`config.mk`:
```
export PLATFORM = sky130hd
export DESIGN_NAME = dual_port_arbiter
export DESIGN_NICKNAME = d
export VERILOG_FILES = /design/src/rtl/dual_port_arbiter.sv
export SDC_FILE = /design/constraint.sdc
export NUM_CORES = 1
export LEC_CHECK = 0
export ABC_AREA = 1
export ABC_CLOCK_PERIOD_IN_PS = 1200
export CAP_MARGIN = 10
export CORE_MARGIN = 8
export CORE_UTILIZATION = 44
export DETAILED_ROUTE_END_ITERATION = 8
export DONT_BUFFER_PORTS = 1
export HOLD_SLACK_MARGIN = 0.02
export SETUP_SLACK_MARGIN = 0.02
export SKIP_LAST_GASP = 1
export SLEW_MARGIN = 20
export SYNTH_ARGS = -nofsm -noshare
export SYNTH_HDL_FRONTEND = slang
export SYNTH_SLANG_ARGS = --single-unit
```
`constraint.sdc`:
```
create_clock -name clk_t -period 1.2 [get_ports clk_t]
set_input_delay 0.12 -clock clk_t [delete_from_list [all_inputs] [get_ports clk_t]]
set_output_delay 0.12 -clock clk_t [all_outputs]
set_load 0.02 [all_outputs]
```
`src/rtl/dual_port_arbiter.sv`:
```
// dual_port_arbiter
//   Two-requester arbiter in front of a dual-port RAM with one write port and
//   one read port. Each RAM port has its own round-robin pointer, so one write
//   and one read can issue in the same cycle.
//
//   Handshake: a requester holds req/we/addr/wdata stable while req is high.
//   The transfer happens on the rising edge where req and gnt are both 1.
//   gnt is combinational from req, we and the pointers. It never feeds back
//   into req.
//
//   Ports
//     clk_t, rst_n                    clock, asynchronous active-low reset
//     req0/1, we0/1                   request valid, 1 = write / 0 = read
//     addr0/1 [N], wdata0/1 [M]       request address and write data
//     gnt0/1                          combinational grant
//     rvalid0/1, rdata0/1 [M]         read return: one-cycle pulse, held data
//     ram_w, ram_address_in, ram_d_in registered RAM write port
//     ram_r, ram_address_out          registered RAM read port
//     ram_d_out [M]                   RAM read data (combinational in RAM)
module dual_port_arbiter #(
    parameter int N = 4,
    parameter int M = 4
) (
    input  logic         clk_t,
    input  logic         rst_n,
    input  logic         req0,
    input  logic         req1,
    input  logic         we0,
    input  logic         we1,
    input  logic [N-1:0] addr0,
    input  logic [N-1:0] addr1,
    input  logic [M-1:0] wdata0,
    input  logic [M-1:0] wdata1,
    output logic         gnt0,
    output logic         gnt1,
    output logic         rvalid0,
    output logic         rvalid1,
    output logic [M-1:0] rdata0,
    output logic [M-1:0] rdata1,
    output logic         ram_w,
    output logic         ram_r,
    output logic [N-1:0] ram_address_in,
    output logic [N-1:0] ram_address_out,
    output logic [M-1:0] ram_d_in,
    input  logic [M-1:0] ram_d_out
);

    // Round-robin pointers: 0 prefers requester 0, 1 prefers requester 1.
    logic         rr_w_q, rr_w_d;
    logic         rr_r_q, rr_r_d;

    // Issue stage registers (drive the RAM directly).
    logic         ram_w_q, ram_w_d;
    logic         ram_r_q, ram_r_d;
    logic [N-1:0] ram_address_in_q, ram_address_in_d;
    logic [N-1:0] ram_address_out_q, ram_address_out_d;
    logic [M-1:0] ram_d_in_q, ram_d_in_d;
    logic         rid_q, rid_d;

    // Return stage registers.
    logic         rvalid0_q, rvalid0_d;
    logic         rvalid1_q, rvalid1_d;
    logic [M-1:0] rdata0_q, rdata0_d;
    logic [M-1:0] rdata1_q, rdata1_d;

    logic         wcand0, wcand1, rcand0, rcand1;
    logic         gw0, gw1, gr0, gr1;
    logic         fwd;
    logic [M-1:0] ret_data;

    // Arbitration. A requester is a candidate on exactly one port, so it can
    // never be granted twice in one cycle.
    always_comb begin
        wcand0 = req0 & we0;
        wcand1 = req1 & we1;
        rcand0 = req0 & ~we0;
        rcand1 = req1 & ~we1;
        gw0    = rst_n & wcand0 & (~wcand1 | ~rr_w_q);
        gw1    = rst_n & wcand1 & (~wcand0 |  rr_w_q);
        gr0    = rst_n & rcand0 & (~rcand1 | ~rr_r_q);
        gr1    = rst_n & rcand1 & (~rcand0 |  rr_r_q);
    end

    assign gnt0 = gw0 | gr0;
    assign gnt1 = gw1 | gr1;

    // A write and a read issuing together to the same address: the RAM has
    // not yet stored the new word, so the return stage takes it from the
    // write data register instead.
    assign fwd      = ram_w_q & (ram_address_in_q == ram_address_out_q);
    assign ret_data = fwd ? ram_d_in_q : ram_d_out;

    always_comb begin
        rr_w_d            = rr_w_q;
        rr_r_d            = rr_r_q;
        ram_w_d           = 1'b0;
        ram_r_d           = 1'b0;
        ram_address_in_d  = ram_address_in_q;
        ram_address_out_d = ram_address_out_q;
        ram_d_in_d        = ram_d_in_q;
        rid_d             = rid_q;
        rvalid0_d         = 1'b0;
        rvalid1_d         = 1'b0;
        rdata0_d          = rdata0_q;
        rdata1_d          = rdata1_q;

        // Write issue; pointer moves to the requester that was not served.
        if (gw0) begin
            ram_w_d          = 1'b1;
            ram_address_in_d = addr0;
            ram_d_in_d       = wdata0;
            rr_w_d           = 1'b1;
        end else if (gw1) begin
            ram_w_d          = 1'b1;
            ram_address_in_d = addr1;
            ram_d_in_d       = wdata1;
            rr_w_d           = 1'b0;
        end

        // Read issue; remember who asked so the return goes back to them.
        if (gr0) begin
            ram_r_d           = 1'b1;
            ram_address_out_d = addr0;
            rid_d             = 1'b0;
            rr_r_d            = 1'b1;
        end else if (gr1) begin
            ram_r_d           = 1'b1;
            ram_address_out_d = addr1;
            rid_d             = 1'b1;
            rr_r_d            = 1'b0;
        end

        // Return: capture at the end of the read issue cycle.
        if (ram_r_q) begin
            if (rid_q) begin
                rvalid1_d = 1'b1;
                rdata1_d  = ret_data;
            end else begin
                rvalid0_d = 1'b1;
                rdata0_d  = ret_data;
            end
        end
    end

    always_ff @(posedge clk_t or negedge rst_n) begin
        if (!rst_n) begin
            rr_w_q            <= 1'b0;
            rr_r_q            <= 1'b0;
            ram_w_q           <= 1'b0;
            ram_r_q           <= 1'b0;
            ram_address_in_q  <= '0;
            ram_address_out_q <= '0;
            ram_d_in_q        <= '0;
            rid_q             <= 1'b0;
            rvalid0_q         <= 1'b0;
            rvalid1_q         <= 1'b0;
            rdata0_q          <= '0;
            rdata1_q          <= '0;
        end else begin
            rr_w_q            <= rr_w_d;
            rr_r_q            <= rr_r_d;
            ram_w_q           <= ram_w_d;
            ram_r_q           <= ram_r_d;
            ram_address_in_q  <= ram_address_in_d;
            ram_address_out_q <= ram_address_out_d;
            ram_d_in_q        <= ram_d_in_d;
            rid_q             <= rid_d;
            rvalid0_q         <= rvalid0_d;
            rvalid1_q         <= rvalid1_d;
            rdata0_q          <= rdata0_d;
            rdata1_q          <= rdata1_d;
        end
    end

    assign ram_w           = ram_w_q;
    assign ram_r           = ram_r_q;
    assign ram_address_in  = ram_address_in_q;
    assign ram_address_out = ram_address_out_q;
    assign ram_d_in        = ram_d_in_q;
    assign rvalid0         = rvalid0_q;
    assign rvalid1         = rvalid1_q;
    assign rdata0          = rdata0_q;
    assign rdata1          = rdata1_q;

endmodule

```
==> results of run 1 <==
[power by group]
part | total, mW | internal (mW) | switching, mW
clock network | 0.401 | 0.125 | 0.276
logic | 0.898 | 0.384 | 0.514
registers | 1.40 | 1.11 | 0.292
[final timing paths]
check / to / slack (ns) / cells after the start
max in group asynchronous: ram_address_in[2] / 0.83 / 2
setup reg to reg: rdata0[1] / -0.02 / 7
hold / removal: ram_d_in[1] / 0.04 / 4
hold reg to reg: rr_w_q / 0.55 / 2
setup / recovery: gnt1 / -0.11 / 5
min in group asynchronous: rdata1[3] / 0.21 / 2
[layout by cell type (no fill, tap or decap), types with 2 or more instances in the layout]
master and n:
sky130_fd_sc_hd__buf_4 20, sky130_fd_sc_hd__buf_6 6, sky130_fd_sc_hd__clkbuf_4 3, sky130_fd_sc_hd__dfrtp_1 26, sky130_fd_sc_hd__dlygate4sd3_1 13, sky130_fd_sc_hd__inv_1 25, sky130_fd_sc_hd__inv_2 6, sky130_fd_sc_hd__nand2_1 36
sky130_fd_sc_hd__nand2_2 10, sky130_fd_sc_hd__nand2_4 3, sky130_fd_sc_hd__nand3_1 12, sky130_fd_sc_hd__nand3_2 2, sky130_fd_sc_hd__nand4_1 4, sky130_fd_sc_hd__nor2_1 4, sky130_fd_sc_hd__nor2_4 3, sky130_fd_sc_hd__o211ai_1 7
sky130_fd_sc_hd__o21ai_0 5, sky130_fd_sc_hd__o21ai_1 11, sky130_fd_sc_hd__o221ai_1 2
[sequential cells by signal, summed over array words and instances (netlist names)]
register and flops:
ram_d_in 4, ram_address_out 4, rvalid1 1, rdata0 4, ram_w 1, rr_w_q 1, rvalid0 1, rid_q 1
rr_r_q 1, ram_address_in 4, rdata1 4, ram_r 1
[worst register-to-register path, stage by stage (launching register included)]
cell,delay [ns]
sky130_fd_sc_hd__dfrtp_1,0.43
sky130_fd_sc_hd__inv_2,0.05
sky130_fd_sc_hd__nand2_1,0.07
sky130_fd_sc_hd__nand2_2,0.06
sky130_fd_sc_hd__nor2_4,0.17
sky130_fd_sc_hd__nand4_1,0.17
sky130_fd_sc_hd__nand3_1,0.11
sky130_fd_sc_hd__nand2_1,0.06
[layer usage]
| metal | global-route usage | share of wire | vias up |
|---|---|---|---|
| met2 | 0.2490 | 0.52 | 56 |
| li1 | - | - | 611 |
| met1 | 0.1674 | 0.39 | 590 |
| met5 | 0 | 0 | - |
| met3 | 0.04742 | 0.082 | 4 |
| met4 | 0.03464 | 0.0077 | 0 |
[through the flow]
| stage | total power [mW] | setup slack (ns) | setup TNS (ns) | hold WS, ns |
|---|---|---|---|---|
| floorplan | 1.835 | 0.02250 | 0 | -0.1756 |
| global placement | 2.070 | 0.02801 | 0 | -0.1747 |
| detailed placement | 2.094 | -0.01340 | -0.02194 | -0.1747 |
| CTS | 2.589 | -0.07714 | -0.07714 | -0.5421 |
| global route | 2.870 | -0.1563 | -0.9925 | 0.02327 |
| finish | 2.700 | -0.1134 | -0.1765 | 0.03541 |
[layout make-up]
cell class / count / area share
inverter: 31 / 0.06327
multi-input combinational: 104 / 0.3313
clock inverter: 1 / 0.002721
sequential: 27 / 0.3680
timing repair buffer: 40 / 0.2000
tap: 33 / 0.02245
clock buffer: 3 / 0.01224
[logic make-up after synthesis]
group / synth area share
flops: 0.5019
simple gates: 0.2528
compound gates: 0.1422
buf+inv: 0.1032
[timing repair]
| item | 4_1_cts | 5_1_grt |
|---|---|---|
| resized for setup | 15 | 19 |
| buffers inserted | 9 | 3 |
| hold endpoints to repair | 41 | 27 |
| hold buffers | 12 | 2 |
| pin swaps | 6 | 17 |
| endpoints found under the setup margin | 14 | 24 |
==> results by stage, run 1 <==
Worst setup path:
- The critical path starts at rr_r_q.
- Counting both buffers and inverters, the worst setup path holds a total of 2.
- The cell family contributing the most delay on the critical path is flip-flops.
- The slowest library cell on the worst path is sky130_fd_sc_hd__dfrtp_1.
- The startpoint identified for the worst register-to-register timing path is ram_address_in[3].
- The critical path startpoint category is a flop.
- The biggest cell delay along the critical path is 0.44 ns.
- The critical path goes through inv_2 > nand3_2 > nand2_2 > o21ai_2 > buf_6.
- The data required time at the worst endpoint is 1.08 ns.
- The worst setup path is of the reg2out kind.
- The largest fanout on the critical path is 2.
- STA classifies the critical path endpoint as a primary output.
- Data arrives at the worst endpoint at 1.19 ns.

Clock network:
- The CTS sink count is 27.
- TritonCTS built the clock tree.
- The number of buffers on the longest clock path is 2.
- The clock reaches the later pin of the worst-skew pair after 0.33 ns.
- The number of clock buffers inserted by TritonCTS is 3.
- CTS built an H-tree with a depth of 1.
- The clock slew seen by the registers of the worst setup and hold paths is 0.15 ns.
- CTS placed an instance of sky130_fd_sc_hd__clkbuf_4 at the clock tree root.

GRT:
- Entering global routing, the biggest net connects 30 pins.
- The via count of the first global-routing pass is 1,236.
- For this run the aggregate overflow at the end of global routing stands at 0.
- The first global-routing pass estimated 5.913 mm of wire.
- The number of antenna violations at the first check in global routing came to 0.
- For this run, the total global-route usage over all layers was measured as 0.1443.

Status:
- The run finished, with violations left.
- The checks that failed: negative setup slack.

Die:
- The chip width is 71.32 um.
- The row count is 20.
- In this run the standard cell core region covers 0.002978 sq mm.
- The die area is 0.005086 sq mm.
- The chip height is 71.32 um.
- Pin placement for this block handled 52 I/O pins.
- For this configuration, the core starts out at a cell density of 0.4521.

Routing:
- The remaining design rule violation count is 0.
- The final wirelength is 3.775 mm.
- After detailed routing, the number of vias per cell comes to 5.276.
- The first detailed-routing pass ran for 4 iterations.
- After detailed routing, the average wire length per cell comes to 15.79 um.
- The count of nets left with antenna violations after detail routing is 0.
- The detailed router finished its first iteration with 71 violations.
- The routed layout has 1,261 vias.

Layout:
- The relative area change from synthesis to final layout is 36.62%.
- The repair_antennas step left the layout with diodes totalling 0.
- The number of filler cells placed in the layout is 252.
- After routing the design area is 0.001839 sq mm.
- The final layout net count is 233.
- The share of the core filled with cells is 0.6176.
- After the flow finishes, the layout carries non-filler instances totaling 239.
- The area of combinational cells with multiple inputs is 609.3 sq um.
- The register area is 676.9 sq um.
- The ratio of cells with drive above 1 in the final layout is 0.2961.

Timing:
- The setup violation total in the final timing report is 4.
- The number of endpoints with negative hold slack in the final report is 0.
- The total count of max-transition violations in the final report is 0.
- The clock skew after layout is 0.003236 ns.
- The worst path setup slack after routing is -0.1134 ns.
- For the pin with the worst max-slew slack, the measured transition is 0.4329 ns.
- The highest attainable clock frequency is 0.7614 GHz.
- Subtracting the final worst setup slack from the clock period gives 1.313 ns.
- The tightest slew margin relative to the limit is 0.7103.
- Setup repair after global routing could not meet its margin everywhere.
- In the finished design, the share of the clock period the worst path needs comes to 1.094.

Placed design:
- The weighted congestion at the end of routability-driven global placement is 0.8301.
- After detailed placement, the total cell area comes to 0.001483 sq mm.
- The number of instances in the placed design is 210.
- Detailed placement ended at an HPWL of 2.632 mm.
- The port buffer count is 0.

Synth:
- The share of synthesized area occupied by flip-flops and latches is 0.5019.
- Among all cell types in the netlist, the one instantiated most often is sky130_fd_sc_hd__nand2_1.
- Each instance of the synthesized netlist takes up on average 8.209 sq um.
- The most used flip-flop cell after synthesis is sky130_fd_sc_hd__dfrtp_1.
- The share of Yosys cell area claimed by the top area cell type is 0.5019.
- Yosys printed 0 warnings.
- By count the netlist is led by sky130_fd_sc_hd__nand2_1 (46), sky130_fd_sc_hd__inv_1 (30), sky130_fd_sc_hd__dfrtp_1 (27).
- When the netlist entered floorplanning its net count stood at 190.
- The number of standard cells after synthesis is 164.
- The cell area after technology mapping is 0.001346 sq mm.
- The proportion of synthesized flip-flops having asynchronous set or reset is 1.000.
- The number of distinct standard cells referenced by the synthesized netlist is 20.
- The synthesized design contains 27 register bits.
- The cell accounting for the most synthesized area is sky130_fd_sc_hd__dfrtp_1.
- The number of flops mapped to enable cells by yosys is 0.
- By area the synthesized netlist is led by sky130_fd_sc_hd__dfrtp_1 (50%), sky130_fd_sc_hd__nand2_1 (13%), sky130_fd_sc_hd__inv_1 (8.4%).

Pwr:
- Dividing total power by cell area gives a power density of 1468 mW/mm^2.
- The worst-case IR drop observed on VDD is 657.6 uV.
- The leakage power summed over all cells is 0.9512 nW.

Worst hold path:
- The startpoint of the most critical hold path is wdata1[1].
- The path class of the tightest hold or removal check is in2reg.

Flow run:
- The number of maximum-capacitance violations is 0.
No activity file was read; power rests on OpenSTA's default activity.
==> run 2: changes to the inputs <==
--- a/config.mk
+++ b/config.mk
@@ -8,11 +8,15 @@
 export ABC_AREA = 1
 export ABC_CLOCK_PERIOD_IN_PS = 1200
 export CAP_MARGIN = 10
+export CELL_PAD_IN_SITES_DETAIL_PLACEMENT = 0
+export CELL_PAD_IN_SITES_GLOBAL_PLACEMENT = 1
+export CORE_ASPECT_RATIO = 0.5
 export CORE_MARGIN = 8
-export CORE_UTILIZATION = 44
+export CORE_UTILIZATION = 43
 export DETAILED_ROUTE_END_ITERATION = 8
 export DONT_BUFFER_PORTS = 1
 export HOLD_SLACK_MARGIN = 0.02
+export PLACE_DENSITY_LB_ADDON = 0.1
 export SETUP_SLACK_MARGIN = 0.02
 export SKIP_LAST_GASP = 1
 export SLEW_MARGIN = 20
==> results by stage, run 2 (same netlist as run 1, synthesis figures left out) <==
Die:
- The chip width is 95.13 um (+33%).
- The starting density of the core is 0.4495 (-0.002644).
- The number of ports placed on the die boundary was 52 (unchanged).
- The chip height is 55.57 um (-22%).
- The area of the core was 0.002995 sq mm (+0.59%).
- The die area came to 0.005286 sq mm (+3.9%).
- The row count is 14 (-30%).

Worst hold path:
- In this run the most critical hold path is launched from addr0[0].
- For hold timing, the worst endpoint is ram_address_in[0].
- The worst min-delay path class is in2reg.
- The cell depth of the worst hold path came to 2 (-2).

Layout:
- The relative area change from synthesis to final layout is 38.85%.
- The ratio of cells with drive above 1 in the final layout is 0.3077 (+0.01158).
- The count of antenna diodes in the layout is 0 (unchanged).
- The final layout net count is 235 (+0.86%).
- In the layout the commonest cells are sky130_fd_sc_hd__nand2_1 (36), sky130_fd_sc_hd__buf_4 (30), sky130_fd_sc_hd__inv_1 (27).
- Leaving out fill and tap cells, the most frequent cell in the layout is sky130_fd_sc_hd__nand2_1.
- The post-layout instance area is 0.001869 sq mm (+1.6%).

Placed design:
- The weighted congestion at the end of routability-driven global placement was 0.7413 (-11%).
- The detailed placement HPWL is 2.670 mm (+1.5%).
- The port buffer count is 0 (unchanged).
- The area of placed instances is 0.001559 sq mm (+5.1%).

Clock network:
- The clock slew seen by the registers of the worst setup and hold paths is 0.09 ns (-0.06 ns).
- The CTS sink count is 27 (unchanged).
- TritonCTS built the clock tree.
- The number of H-tree levels is 1 (unchanged).
- The number of buffers on the longest clock path is 2 (unchanged).
- The worst-skew pair later-pin latency was 0.28 ns (-0.05 ns).
- The number of clock buffers inserted by TritonCTS was 3 (unchanged).
- The root buffer cell chosen for the clock tree is sky130_fd_sc_hd__clkbuf_8.

Timing:
- The number of endpoints with negative hold slack in the final report is 0 (unchanged).
- The worst path setup slack after routing is -0.01148 ns (+0.1019 ns).
- Setup repair after global routing could not meet its margin everywhere.
- The setup violation total in the final timing report is 4 (unchanged).
- The transition time at the pin with the least slew margin is 0.4544 ns (+0.02153 ns).
- The part of the cycle the worst path needs is 1.010 (-0.08491).
- The clock skew after layout was 0.006158 ns (+0.002923 ns).
- The highest attainable clock frequency is 0.8254 GHz (+8.4%).
- The clock period minus worst slack is 1.211 ns (-0.1019 ns).
- The total count of max-transition violations in the final report came to 0 (unchanged).
- The tightest slew margin relative to the limit is 0.6959 (-0.01441).

Pwr:
- The peak supply drop came to 776.6 uV (+18%).
- The power per cell area came to 1507 mW/mm^2 (+2.7%).
- The leakage power summed over all cells is 0.9642 nW (+1.4%).
- The total power draw is 2.817 mW (+4.3%).

GRT:
- The number of antenna violations at the first check in global routing was 0 (unchanged).
- The overall global routing resource usage is 0.1405 (-0.003783).
- The via count of the first global-routing pass is 1,249 (+1.1%).
- The total congestion overflow after global routing was 0 (unchanged).
- The pin count of the biggest net entering global routing came to 30 (unchanged).
- The first-pass GRT wire length was 5.920 mm (+0.12%).

Flow run:
- The number of maximum-capacitance violations is 0 (unchanged).

Status:
- The checks that failed: negative setup slack.
- The run finished, with violations left.

Routing:
- The routed via count divided by cell count is 4.940 (-6.4%).
- The final wirelength is 3.730 mm (-1.2%).
- The total vias in the final route is 1,225 (-2.9%).
- The remaining design rule violation count came to 0 (unchanged).
- The count of TritonRoute iterations in the first routing pass is 4 (unchanged).
- The routed wirelength normalized by instance count came to 15.04 um (-4.8%).
- The count of nets left with antenna violations after detail routing is 0 (unchanged).
- The number of DRC markers in iteration 0 is 25 (-65%).

Worst setup path:
- The type of the setup path with the least slack is reg2out.
- The data required time at the worst endpoint is 1.08 ns (about the same).
- The critical path arrival is 1.09 ns (-0.10 ns).
- The worst setup path is launched from a flop.
- The reg-to-reg endpoint is rdata1[0].
- STA classifies the critical path endpoint as a primary output.
- The slack of the worst reg-to-reg path was -0.01 ns (about the same).
- In this run the critical register-to-register path is launched from ram_address_in[2].
- The depth of the worst register-to-register path came to 8 (+1).
- The largest fanout on the critical path is 2 (unchanged).
==> run 2: changes by cell type in the layout (fill, tap and decap cells not counted), moves of 2 or more <==
cell                            delta
sky130_fd_sc_hd__buf_4            +10
sky130_fd_sc_hd__buf_6             -6
sky130_fd_sc_hd__clkbuf_4          -3
sky130_fd_sc_hd__clkbuf_8          +3
sky130_fd_sc_hd__dlygate4sd3_1     -3
sky130_fd_sc_hd__inv_1             +2
sky130_fd_sc_hd__inv_2             -2
sky130_fd_sc_hd__o21ai_1           +2
==> run 2: repair_timing <==
item | 4_1_cts | 5_1_grt
endpoints found under the hold margin | 35 | 28
pin swaps | 7 | 11
setup buffers | 7 | 0
setup endpoints to repair | 10 | 21
hold buffers | 8 | 3
gates resized for setup | 10 | 17
==> run 2: cell type report <==
class                      count  area, sq um
sequential                    27        676.9
fill                         264         1126
timing repair buffer          42        365.4
tap                           40        50.05
inverter                      31        116.4
clock buffer                   3        41.29
clock inverter                 1        7.507
multi-input combinational    104        611.8
==> run 2: metal layers <==
layer,up-vias,share of wire,global-route usage
li1,620,-,-
met1,571,0.46,0.1783
met2,32,0.47,0.2160
met3,2,0.069,0.05653
met4,0,0.0038,0.03304
met5,-,0,0
==> run 2: through the flow <==
step                hold WS [ns]  setup slack, ns  TNS (ns)  utilization  cells
floorplan                -0.1756          0.02250         0            -    164
global placement         -0.1748         -0.04714   -0.2145       0.5205    226
detailed placement       -0.1747         -0.04125   -0.1950       0.5205    226
CTS                      -0.4881         -0.03100  -0.03100       0.5969    245
global route             0.02882         -0.09463   -0.8406       0.6241    248
finish                   0.02277         -0.01148  -0.02593       0.6241    248
==> run 2: worst max-delay path by stage <==
| stage | startpoint | to | slack [ns] | cells past startpoint |
|---|---|---|---|---|
| 3_5_place_dp | ram_address_out[3] | rdata1[0] | -0.04 | 8 |
| 3_3_place_gp | ram_address_out[3] | rdata1[2] | -0.05 | 7 |
| 5_1_grt | ram_address_in[2] | rdata0[3] | -0.09 | 7 |
| 2_1_floorplan | ram_address_in[3] | rdata0[0] | 0.02 | 7 |
| 6_report | rr_r_q | gnt1 | -0.01 | 5 |
| 4_1_cts | rr_r_q | gnt1 | -0.03 | 5 |
==> run 2: power breakdown <==
part	switching [mW]	internal (mW)	leakage (nW)
Clock	0.302	0.236	0.0217
Sequential	0.282	1.11	0.331
Combinational	0.508	0.378	0.611
Total	1.09	1.72	0.964
==> run 2: worst max-delay path, cell delays in order, from the launching register on <==
cell	delay (ns)
sky130_fd_sc_hd__dfrtp_1	0.40
sky130_fd_sc_hd__inv_2	0.07
sky130_fd_sc_hd__nand3_2	0.07
sky130_fd_sc_hd__nand2_2	0.06
sky130_fd_sc_hd__o21ai_1	0.06
sky130_fd_sc_hd__buf_4	0.16
==> run 3: changes to the inputs <==
--- a/config.mk
+++ b/config.mk
@@ -5,20 +5,19 @@
 export SDC_FILE = /design/constraint.sdc
 export NUM_CORES = 1
 export LEC_CHECK = 0
-export ABC_AREA = 1
+export ABC_AREA = 0
 export ABC_CLOCK_PERIOD_IN_PS = 1200
 export CAP_MARGIN = 10
 export CELL_PAD_IN_SITES_DETAIL_PLACEMENT = 0
 export CELL_PAD_IN_SITES_GLOBAL_PLACEMENT = 1
 export CORE_ASPECT_RATIO = 0.5
 export CORE_MARGIN = 8
-export CORE_UTILIZATION = 43
+export CORE_UTILIZATION = 44
 export DETAILED_ROUTE_END_ITERATION = 8
 export DONT_BUFFER_PORTS = 1
 export HOLD_SLACK_MARGIN = 0.02
 export PLACE_DENSITY_LB_ADDON = 0.1
 export SETUP_SLACK_MARGIN = 0.02
-export SKIP_LAST_GASP = 1
 export SLEW_MARGIN = 20
 export SYNTH_ARGS = -nofsm -noshare
 export SYNTH_HDL_FRONTEND = slang
==> results by stage, run 3 <==
Pwr:
- The peak supply drop is 825.0 uV (+6.2%).
- The power per cell area is 1497 mW/mm^2 (-0.62%).
- The leakage power summed over all cells was 0.8140 nW (-16%).

Placed design:
- The worst slack at placement is -0.1030 ns (-0.06178 ns).
- The weighted congestion at the end of routability-driven global placement came to 0.7463 (+0.67%).
- The detailed placement HPWL was 2.557 mm (-4.2%).
- The area of placed instances is 0.001488 sq mm (-4.6%).
- The port buffer count is 0 (unchanged).

Synth:
- The predominant post-synthesis flop cell is sky130_fd_sc_hd__dfrtp_1.
- The cell area after technology mapping came to 0.001274 sq mm (-5.4%).
- The number of distinct standard cells referenced by the synthesized netlist is 30 (+50%).
- The share of synthesized area occupied by flip-flops and latches is 0.5305 (+0.02859).
- The cell accounting for the most synthesized area is sky130_fd_sc_hd__dfrtp_1.
- The number of standard cells after synthesis came to 129 (-21%).
- The synthesized area per cell is 9.874 sq um (+20%).
- The leading cell type by number of instances after synthesis is sky130_fd_sc_hd__dfrtp_1.
- The flip-flop and latch count after synthesis came to 27 (unchanged).
- The proportion of synthesized flip-flops having asynchronous set or reset is 1.000 (unchanged).
- By area the synthesized netlist is led by sky130_fd_sc_hd__dfrtp_1 (53%), sky130_fd_sc_hd__mux2i_1 (6.3%), sky130_fd_sc_hd__nand2_1 (5.6%).
- The share of Yosys cell area claimed by the top area cell type is 0.5305 (+0.02859).
- The net count after synthesis is 155 (-18%).
- The number of flops mapped to enable cells by yosys came to 0 (unchanged).
- The commonest cells after synthesis are sky130_fd_sc_hd__dfrtp_1 (27), sky130_fd_sc_hd__nand2_1 (19), sky130_fd_sc_hd__nor2_1 (12).
- The number of warning messages in the yosys log is 0 (unchanged).

Worst setup path:
- STA classifies the critical path endpoint as a primary output.
- The data required time at the worst endpoint is 1.08 ns (about the same).
- The largest fanout on the critical path came to 3 (+1).
- The depth of the worst register-to-register path is 4 (-4).
- The critical path arrival is 1.22 ns (+0.13 ns).
- The critical path startpoint category is a flop.
- The setup path with the least slack is of type reg2out.

Status:
- The flow ran to the end, but the final reports show violations.
- The final reports fail on negative setup slack.

Clock network:
- The worst-skew pair later-pin latency is 0.28 ns (about the same).
- The clock slew seen by the registers of the worst setup and hold paths is 0.10 ns (about the same).
- The number of buffers on the longest clock path came to 2 (unchanged).
- The number of clock buffers inserted by TritonCTS is 3 (unchanged).
- TritonCTS built the clock tree.
- The CTS sink count is 27 (unchanged).
- The number of H-tree levels is 1 (unchanged).
- CTS placed an instance of sky130_fd_sc_hd__clkbuf_8 at the clock tree root.

Layout:
- The count of antenna diodes in the layout came to 0 (unchanged).
- The top cell types in the final layout, fill and taps aside, are sky130_fd_sc_hd__buf_4 (21), sky130_fd_sc_hd__dfrtp_1 (21), sky130_fd_sc_hd__nand2_1 (19).
- The ratio of cells with drive above 1 in the final layout is 0.3054 (-0.002303).
- The final layout net count is 194 (-17%).
- The relative area change from synthesis to final layout is 40.77%.
- The post-layout instance area was 0.001793 sq mm (-4.1%).

Die:
- The row count is 13 (-1).
- The chip width is 92.09 um (-3.2%).
- The area of the core is 0.002668 sq mm (-11%).
- The die area is 0.004977 sq mm (-5.8%).
- The number of ports placed on the die boundary is 52 (unchanged).
- The chip height is 54.05 um (-2.7%).
- The starting density of the core came to 0.4775 (+0.02803).

Timing:
- The number of endpoints with negative hold slack in the final report is 0 (unchanged).
- The total negative slack for setup checks is -1.084 ns (-1.058 ns).
- The setup violation total in the final timing report is 10 (+6).
- The total count of max-transition violations in the final report is 0 (unchanged).
- The part of the cycle the worst path needs came to 1.117 (+0.1074).
- The worst path setup slack after routing was -0.1404 ns (-0.1289 ns).
- The highest attainable clock frequency is 0.7461 GHz (-9.6%).
- The transition time at the pin with the least slew margin was 0.4752 ns (+0.02078 ns).
- The clock period minus worst slack is 1.340 ns (+0.1289 ns).
- The clock skew after layout is 0.008975 ns (+0.002816 ns).
- Setup repair after global routing could not meet its margin everywhere.
- The tightest slew margin relative to the limit is 0.6821 (-0.01378).

Routing:
- The total vias in the final route is 1,117 (-8.8%).
- The routed wirelength normalized by instance count is 18.16 um (+21%).
- The number of DRC markers in iteration 0 came to 38 (+52%).
- The routed via count divided by cell count is 5.475 (+11%).
- The final wirelength is 3.704 mm (-0.70%).
- The count of TritonRoute iterations in the first routing pass came to 4 (unchanged).
- The count of nets left with antenna violations after detail routing came to 0 (unchanged).
- The remaining design rule violation count is 0 (unchanged).

Worst hold path:
- The worst hold path belongs to the class in2reg.
- The cell depth of the worst hold path is 2 (unchanged).

GRT:
- The via count of the first global-routing pass came to 1,067 (-15%).
- The number of antenna violations at the first check in global routing came to 0 (unchanged).
- The pin count of the biggest net entering global routing was 28 (-6.7%).
- The first-pass GRT wire length is 5.816 mm (-1.8%).
- The overall global routing resource usage is 0.1505 (+0.009994).
- The total congestion overflow after global routing was 0 (unchanged).

Flow run:
- The number of maximum-capacitance violations is 0 (unchanged).
run 3: cell types whose count changed after synthesis, sizes merged, moves of 2 or more:
cell,change
nand2,-30
inv,-27
nand3,-13
a31oi,+8
mux2i,+8
o211ai,-8
o21ai,-8
nand2b,+5
nor2,+5
a22oi,+4
o31ai,+4
nor2b,+3
clkbuf,+2
nand3b,+2
run 3: through the flow:
step	utilization	hold slack [ns]	instances	total power, mW
after CTS	0.6454	0.04060	202	2.682
after detailed placement	0.5577	-0.1747	183	2.072
final	0.6721	0.03360	204	2.685
after global placement	0.5577	-0.1747	183	2.049
after global routing	0.6721	0.03284	204	2.847
after floorplan	-	-0.1756	129	1.803
run 3: critical path, cell delays in order (launching register included):
cell,delay (ns)
sky130_fd_sc_hd__dfrtp_1,0.44
sky130_fd_sc_hd__nor3b_4,0.27
sky130_fd_sc_hd__buf_4,0.16
sky130_fd_sc_hd__o22ai_4,0.09
run 3: worst paths after layout:
path | from | endpoint | slack [ns]
setup / recovery | rr_r_q | gnt1 | -0.14
max in group asynchronous | rst_n | ram_address_in[0] | 0.74
hold reg to reg | rr_r_q | rr_r_q | 0.59
min in group asynchronous | rst_n | ram_r | 0.27
setup reg to reg | ram_address_out[2] | rdata1[1] | -0.12
hold / removal | wdata0[0] | ram_d_in[0] | 0.03
run 3: layout make-up:
type	count	area, sq um
clock buffers	3	41.29
clock inverters	1	7.507
fillers	221	874.6
inverters	4	15.01
multi-input cells	94	654.4
flip-flops and latches	27	683.2
well taps	37	46.29
repair buffers	38	345.3
run 3: repair_timing:
item	in CTS	in global routing
endpoints found under the setup margin	20	15
hold endpoints to repair	39	0
buffers inserted	1	2
hold buffers	14	0
gates resized for setup	6	15
pin swaps	3	8
run 3: cell families after synthesis:
family | share of synthesized area
buffers and inverters | 0.03045
AOI/OAI and AO/OA | 0.1699
and+or+nand+nor | 0.1925
muxes | 0.06287
xor gates and xnor gates | 0.01375
DFF | 0.5305
run 3: metal layers:
| layer | wire [um] | up-vias | track usage |
|---|---|---|---|
| li1 | - | 546 | - |
| met1 | 1687 | 531 | 0.1966 |
| met2 | 1666 | 36 | 0.2341 |
| met3 | 313 | 4 | 0.06233 |
| met4 | 37 | 0 | 0.02375 |
| met5 | 0 | - | 0 |
run 3: power breakdown:
part,switching (mW),internal (mW),leakage [nW],total [mW]
sequential,0.299,1.10,0.317,1.40
combinational,0.403,0.350,0.475,0.753
clock,0.296,0.236,0.0217,0.532
